===== src/rtl/ws2812_bit_decoder_pkg.sv =====
// Shared types and defaults for the WS2812 edge-timing pipeline.
// The decoder imports the state enum, pixel structs and pulse-width thresholds from here.
package ws2812_bit_decoder_pkg;

  typedef struct packed {
    logic rising;
    logic falling;
  } control_path_t;

  typedef struct packed {
    logic [9:0] counter;
  } decoder_input_t;

  typedef enum logic [1:0] {
    S_IDLE  = 2'd0,
    S_HIGH  = 2'd1,
    S_LOW   = 2'd2,
    S_ERROR = 2'd3
  } decoder_state_e;

  typedef struct packed {
    logic [7:0] g;
    logic [7:0] r;
    logic [7:0] b;
  } pixel_t;

  typedef struct packed {
    pixel_t     pixel;
    logic [7:0] index;
    logic       valid;
  } decoder_output_t;

  localparam logic [9:0] DEF_MIN_HIGH      = 10'd4;
  localparam logic [9:0] DEF_BIT_THRESHOLD = 10'd12;
  localparam logic [9:0] DEF_MAX_HIGH      = 10'd24;

  function automatic logic [7:0] sat_inc8(input logic [7:0] v);
    return (v == 8'hFF) ? v : v + 8'd1;
  endfunction

endpackage


===== src/rtl/ws2812_bit_decoder.sv =====
// Measures WS2812 high-pulse widths from the edge-timing counter and assembles GRB words.
// Completed pixels sit in a one-entry valid/ready buffer; the reset gap ends a frame.
module ws2812_bit_decoder
  import ws2812_bit_decoder_pkg::*;
#(
  parameter logic [9:0] P_MIN_HIGH      = DEF_MIN_HIGH,
  parameter logic [9:0] P_BIT_THRESHOLD = DEF_BIT_THRESHOLD,
  parameter logic [9:0] P_MAX_HIGH      = DEF_MAX_HIGH
) (
  input  logic           i_clk,
  input  logic           i_reset_n,
  input  control_path_t  i_control,
  input  decoder_input_t i_decoder_input,
  input  logic           i_ready,
  output logic [23:0]    o_pixel,
  output logic           o_valid,
  output logic [7:0]     o_pixel_index,
  output logic           o_frame_done,
  output logic           o_error
);

  decoder_state_e  state_q, state_d;
  logic [23:0]     shift_q, shift_d;
  logic [4:0]      bit_cnt_q, bit_cnt_d;
  logic [7:0]      frame_idx_q, frame_idx_d;
  decoder_output_t out_q, out_d;
  logic            frame_done_q, frame_done_d;
  logic            error_q, error_d;
  logic            line_hi_q, line_hi_d;

  logic        rise_s, fall_s, both_s, sat_s;
  logic        shift_en_s, shift_bit_s, frame_rst_s;
  logic [23:0] word_s;

  // Next-state, shift register and output buffer logic
  always_comb begin
    state_d      = state_q;
    shift_d      = shift_q;
    bit_cnt_d    = bit_cnt_q;
    frame_idx_d  = frame_idx_q;
    out_d        = out_q;
    out_d.valid  = out_q.valid & ~i_ready;
    frame_done_d = 1'b0;
    error_d      = error_q;
    shift_en_s   = 1'b0;
    frame_rst_s  = 1'b0;
    rise_s       = i_control.rising;
    fall_s       = i_control.falling;
    both_s       = rise_s & fall_s;
    sat_s        = i_decoder_input.counter[9];
    shift_bit_s  = (i_decoder_input.counter >= P_BIT_THRESHOLD);
    word_s       = {shift_q[22:0], shift_bit_s};

    if (rise_s && !fall_s) begin
      line_hi_d = 1'b1;
    end else if (fall_s && !rise_s) begin
      line_hi_d = 1'b0;
    end else begin
      line_hi_d = line_hi_q;
    end

    case (state_q)
      S_IDLE: begin
        if (both_s) begin
          error_d = 1'b1;
          state_d = S_ERROR;
        end else if (rise_s) begin
          state_d = S_HIGH;
        end else begin
          state_d = S_IDLE;
        end
      end
      S_HIGH: begin
        if (both_s) begin
          error_d = 1'b1;
          state_d = S_ERROR;
        end else if (fall_s) begin
          if ((i_decoder_input.counter < P_MIN_HIGH) || (i_decoder_input.counter > P_MAX_HIGH)) begin
            error_d = 1'b1;
            state_d = S_ERROR;
          end else begin
            shift_en_s = 1'b1;
            state_d    = S_LOW;
          end
        end else if (sat_s) begin
          error_d = 1'b1;
          state_d = S_ERROR;
        end else begin
          state_d = S_HIGH;
        end
      end
      S_LOW: begin
        if (both_s) begin
          error_d = 1'b1;
          state_d = S_ERROR;
        end else if (rise_s) begin
          state_d = S_HIGH;
        end else if (sat_s) begin
          frame_rst_s = 1'b1;
        end else begin
          state_d = S_LOW;
        end
      end
      S_ERROR: begin
        // Only a saturated low phase ends the error; a stuck-high line keeps waiting
        if (sat_s && !line_hi_q && !rise_s && !fall_s) begin
          frame_rst_s = 1'b1;
        end else begin
          state_d = S_ERROR;
        end
      end
      default: begin
        state_d = S_IDLE;
      end
    endcase

    if (shift_en_s) begin
      shift_d = word_s;
      if (bit_cnt_q == 5'd23) begin
        bit_cnt_d   = 5'd0;
        frame_idx_d = sat_inc8(frame_idx_q);
        if (out_q.valid && !i_ready) begin
          error_d = 1'b1;
        end else begin
          out_d.pixel = word_s;
          out_d.index = frame_idx_q;
          out_d.valid = 1'b1;
        end
      end else begin
        bit_cnt_d = bit_cnt_q + 5'd1;
      end
    end else begin
      shift_d = shift_q;
    end

    if (frame_rst_s) begin
      frame_done_d = 1'b1;
      shift_d      = 24'd0;
      bit_cnt_d    = 5'd0;
      frame_idx_d  = 8'd0;
      out_d.index  = 8'd0;
      error_d      = 1'b0;
      state_d      = S_IDLE;
    end else begin
      frame_done_d = 1'b0;
    end
  end

  // State and output registers
  always_ff @(posedge i_clk or negedge i_reset_n) begin
    if (!i_reset_n) begin
      state_q      <= S_IDLE;
      shift_q      <= 24'd0;
      bit_cnt_q    <= 5'd0;
      frame_idx_q  <= 8'd0;
      out_q        <= '0;
      frame_done_q <= 1'b0;
      error_q      <= 1'b0;
      line_hi_q    <= 1'b0;
    end else begin
      state_q      <= state_d;
      shift_q      <= shift_d;
      bit_cnt_q    <= bit_cnt_d;
      frame_idx_q  <= frame_idx_d;
      out_q        <= out_d;
      frame_done_q <= frame_done_d;
      error_q      <= error_d;
      line_hi_q    <= line_hi_d;
    end
  end

  assign o_pixel       = out_q.pixel;
  assign o_valid       = out_q.valid;
  assign o_pixel_index = out_q.index;
  assign o_frame_done  = frame_done_q;
  assign o_error       = error_q;

endmodule


===== config.mk =====
export PLATFORM = sky130hd
export DESIGN_NAME = ws2812_bit_decoder
export DESIGN_NICKNAME = d
export VERILOG_FILES = /design/src/rtl/ws2812_bit_decoder_pkg.sv /design/src/rtl/ws2812_bit_decoder.sv
export SDC_FILE = /design/constraint.sdc
export NUM_CORES = 1
export LEC_CHECK = 0
export BUFFER_PORTS_ARGS = -buffer_cell sky130_fd_sc_hd__buf_2
export CAP_MARGIN = 40
export CELL_PAD_IN_SITES_DETAIL_PLACEMENT = 2
export CELL_PAD_IN_SITES_GLOBAL_PLACEMENT = 2
export CORE_AREA = 2 2 75 131
export CTS_CLUSTER_DIAMETER = 60
export CTS_CLUSTER_SIZE = 14
export DETAILED_ROUTE_END_ITERATION = 7
export DIE_AREA = 0 0 77 133
export PLACE_DENSITY_LB_ADDON = 0.05
export SLEW_MARGIN = 40
export SYNTH_ARGS = -nofsm -noshare
export SYNTH_HDL_FRONTEND = slang
export SYNTH_SLANG_ARGS = --single-unit
export TNS_END_PERCENT = 5

===== constraint.sdc =====
create_clock -name i_clk -period 2.6 [get_ports i_clk]
set_clock_uncertainty 0.1 [all_clocks]
set_input_delay 0.52 -clock i_clk [delete_from_list [all_inputs] [get_ports i_clk]]
set_output_delay 0.52 -clock i_clk [all_outputs]
set_load 0.02 [all_outputs]

==> results.py <==
metrics = {
    "sta": {
        "hold_viol_final": 0,
        "period_minus_slack_ns": 2.34,
        "rsz0062_at_grt": "false",
        "maxSlewHeadroom_pct": 59.3,
        "timing.fmax_ghz": 0.427,
        "worst_pin_slew_ns": 0.605,
        "period_share_pct": 90.1,
        "whs_ns": 0.0578,
        "final-max-slew-violation-count": 0,
        "setup_viol": 0,
    },
    "clock_network": {
        "cts.htree.levels": 3,
        "cts_setup_buffers": 0,
        "cts_tree": "done",
        "clk_pin_slew_worst_paths_ns": 0.06,
        "cts_buffer_depth": 2,
        "holdBufCountCts": 0,
        "cts_resized": 0,
        "cts_buffers": 9,
        "clk_latency_ns": 0.33,
        "cts.sink_count": 74,
        "clockRootBuffer": "clkbuf_16",
    },
    "placement": {
        "place_area_mm2": 0.00385,
        "port-buffer-count": 49,
        "hpwl_um": 5770,
        "gp_congestion": 0.820,
    },
    "global_routing": {
        "first_global_vias": 2787,
        "grt_start_max_net_pins": 49,
        "grt_usage_pct": 17.6,
        "antenna_found_initial": 0,
        "grt_pass1_wl_um": 14000,
        "grt_overflow_total": 0,
    },
    "critical_path": {
        "cp_data_arrival_time_ns": 2.46,
        "endpoint_kind": "flip-flop",
        "critical_path_class": "in2reg",
        "r2r_cells": 6,
        "cp-start-kind": "input port",
        "cp_max_fo": 32,
        "required_ns": 2.71,
    },
    "finish": {
        "seqCellArea_mm2": 0.00185,
        "nFillCells": 1043,
        "num_antenna_cells": 0,
        "drive_gt1_share_pct": 32.2,
        "final_cell_mix": "dfrtp_1 (74), buf_2 (48), nand2_1 (46)",
        "multiInputGateArea_mm2": 0.00136,
        "nets": 377,
        "final_common_cell": "dfrtp_1",
        "fin_area_mm2": 0.00418,
        "syn_to_final_growth_pct": 26.2,
    },
    "route": {
        "vias_per_cell": 5.10,
        "first_iter_violations": 72,
        "drtAntennaViolNets": 0,
        "first_pass_iters": 4,
        "num_vias": 2473,
        "drcViolationCount": 0,
        "wl_per_cell_um": 17.0,
        "wirelength_um": 8250,
    },
    "floorplanning": {
        "row_count": 47,
        "die_height_um": 133,
        "coreArea_mm2": 0.00929,
        "start_util_pct": 35.6,
        "io_pins": 50,
        "dieArea_mm2": 0.0102,
        "die_x_um": 77,
    },
    "logic_synthesis": {
        "synth_cells": 297,
        "synth_area_leaders": "dfrtp_1 (56%), mux2_2 (9.9%), mux2i_1 (7.6%), nand2_1 (5.2%), nand3_1 (2.6%)",
        "yosysWarnings": 0,
        "async_reset_ff_share_pct": 100,
        "ys_types": 40,
        "syn_area_per_cell_um2": 11.1,
        "synth_flop_cell": "dfrtp_1",
        "synth_top_area_share_pct": 55.9,
        "synth_seq_cells": 74,
        "synth-seq-area-share_pct": 55.9,
        "syn_area_mm2": 0.00331,
        "synth-edff-count": 0,
        "syn-num-nets": 316,
        "synth_top_area_cell": "dfrtp_1",
    },
    "outcome": {
        "status": "finished, final reports clean",
    },
    "pwr": {
        "combPwrFrac_pct": 6.0,
        "p_clk_share_pct": 50.3,
        "p_leak_nw": 2.15,
        "p_sw_w": 0.000596,
        "peakVddDrop_mv": 0.303,
        "p_int_w": 0.00212,
        "switching_share_pct": 21.9,
        "total_power_w": 0.00272,
        "p_per_area_mw_per_mm2": 651,
        "power_frac_seq_pct": 43.7,
    },
    "worst_hold_path": {
        "hp-class": "in2async",
    },
    "job": {
        "max_cap_viol_count": 0,
    },
}
[cell usage after synthesis (all sizes together), types with 2 or more instances]
cell and number:
nand2 46, nor2 9, dfrtp 74, nand3 17, o21ai 14, a21oi 2, a31oi 2, nand2b 5
ha 4, nor4 4, o31a 2, or3 2, nor3 5, mux2i 25, o31ai 2, buf 6
or4 2, o311ai 2, clkbuf 9, inv 17, nand4b 2, mux2 29, a311oi 2
[kinds of logic (layout without fill, tap and decap cells)]
| kind of cell | after synthesis | after routing | synth area share, % |
|---|---|---|---|
| AND/OR/NAND/NOR | 100 | 100 | 14.8 |
| multiplexers | 54 | 54 | 17.4 |
| AO/OA/AOI/OAI | 32 | 32 | 6.43 |
| buffers and inverters | 33 | 99 | 3.89 |
| flip-flops | 74 | 74 | 55.9 |
| adder cells (fa/ha/maj) | 4 | 4 | 1.51 |
[final timing paths]
| kind | slack (ns) | end | startpoint |
|---|---|---|---|
| max | 0.26 | o_pixel[7] | i_control[0] |
| min | 0.06 | shift_q[4] | i_reset_n |
| max reg2reg | 0.38 | frame_idx_q[1] | bit_cnt_q[0] |
| min reg2reg | 0.40 | o_pixel[11] | o_pixel[11] |
| max in group asynchronous | 1.77 | shift_q[17] | i_reset_n |
| min in group i_clk | 0.40 | o_pixel[11] | o_pixel[11] |
[worst max-delay path, stage by stage]
cell and delay, ns:
buf_2 0.11, ha_2 0.18, or4b_4 0.49, buf_4 0.16, nor4_1 0.21, buf_4 0.20, nand3_2 0.09, buf_12 0.21
mux2_2 0.28
[power groups by stage]
stage / Combinational, W / Clock (W) / Sequential, W
3_3_place_gp: 0.000164 / 0 / 0.00121
2_1_floorplan: 0.0000695 / 0 / 0.00121
5_1_grt: 0.000183 / 0.00145 / 0.00119
6_report: 0.000164 / 0.00137 / 0.00119
3_5_place_dp: 0.000170 / 0 / 0.00121
4_1_cts: 0.000170 / 0.00141 / 0.00119
[layout make-up]
| class | instances | share of cell area, % |
|---|---|---|
| sequential | 74 | 44.3 |
| multi-input combinational | 190 | 32.5 |
| timing repair buffer | 65 | 10.0 |
| clock buffer | 12 | 6.14 |
| tap | 122 | 3.65 |
| clock inverter | 4 | 1.77 |
| inverter | 18 | 1.62 |
[per-layer routing]
metal / share of wire, % / global-route usage, % / vias up
met5: 0 / 0 / -
met4: 1.9 / 6.85 / 0
met3: 2.6 / 3.48 / 10
met2: 56 / 32.4 / 39
met1: 40 / 19.6 / 1261
li1: - / - / 1163
[flip-flops by register name (all words and copies together) (netlist names)]
signal         cells
bit_cnt_q          5
frame_idx_q        8
line_hi_q          1
o_error            1
o_frame_done       1
o_pixel           24
o_pixel_index      8
o_valid            1
shift_q           23
state_q            2
[metrics by stage]
stage	utilization [%]	worst slack [ns]	instances	TNS, ns
2_1_floorplan	-	0.0228	297	0
3_3_place_gp	41.4	-0.0626	469	-0.652
3_5_place_dp	41.4	-0.0984	469	-2.28
4_1_cts	45.0	0.258	485	0
5_1_grt	45.0	0.170	485	0
6_report	45.0	0.258	485	0
No activity file was read; power rests on OpenSTA's default activity.
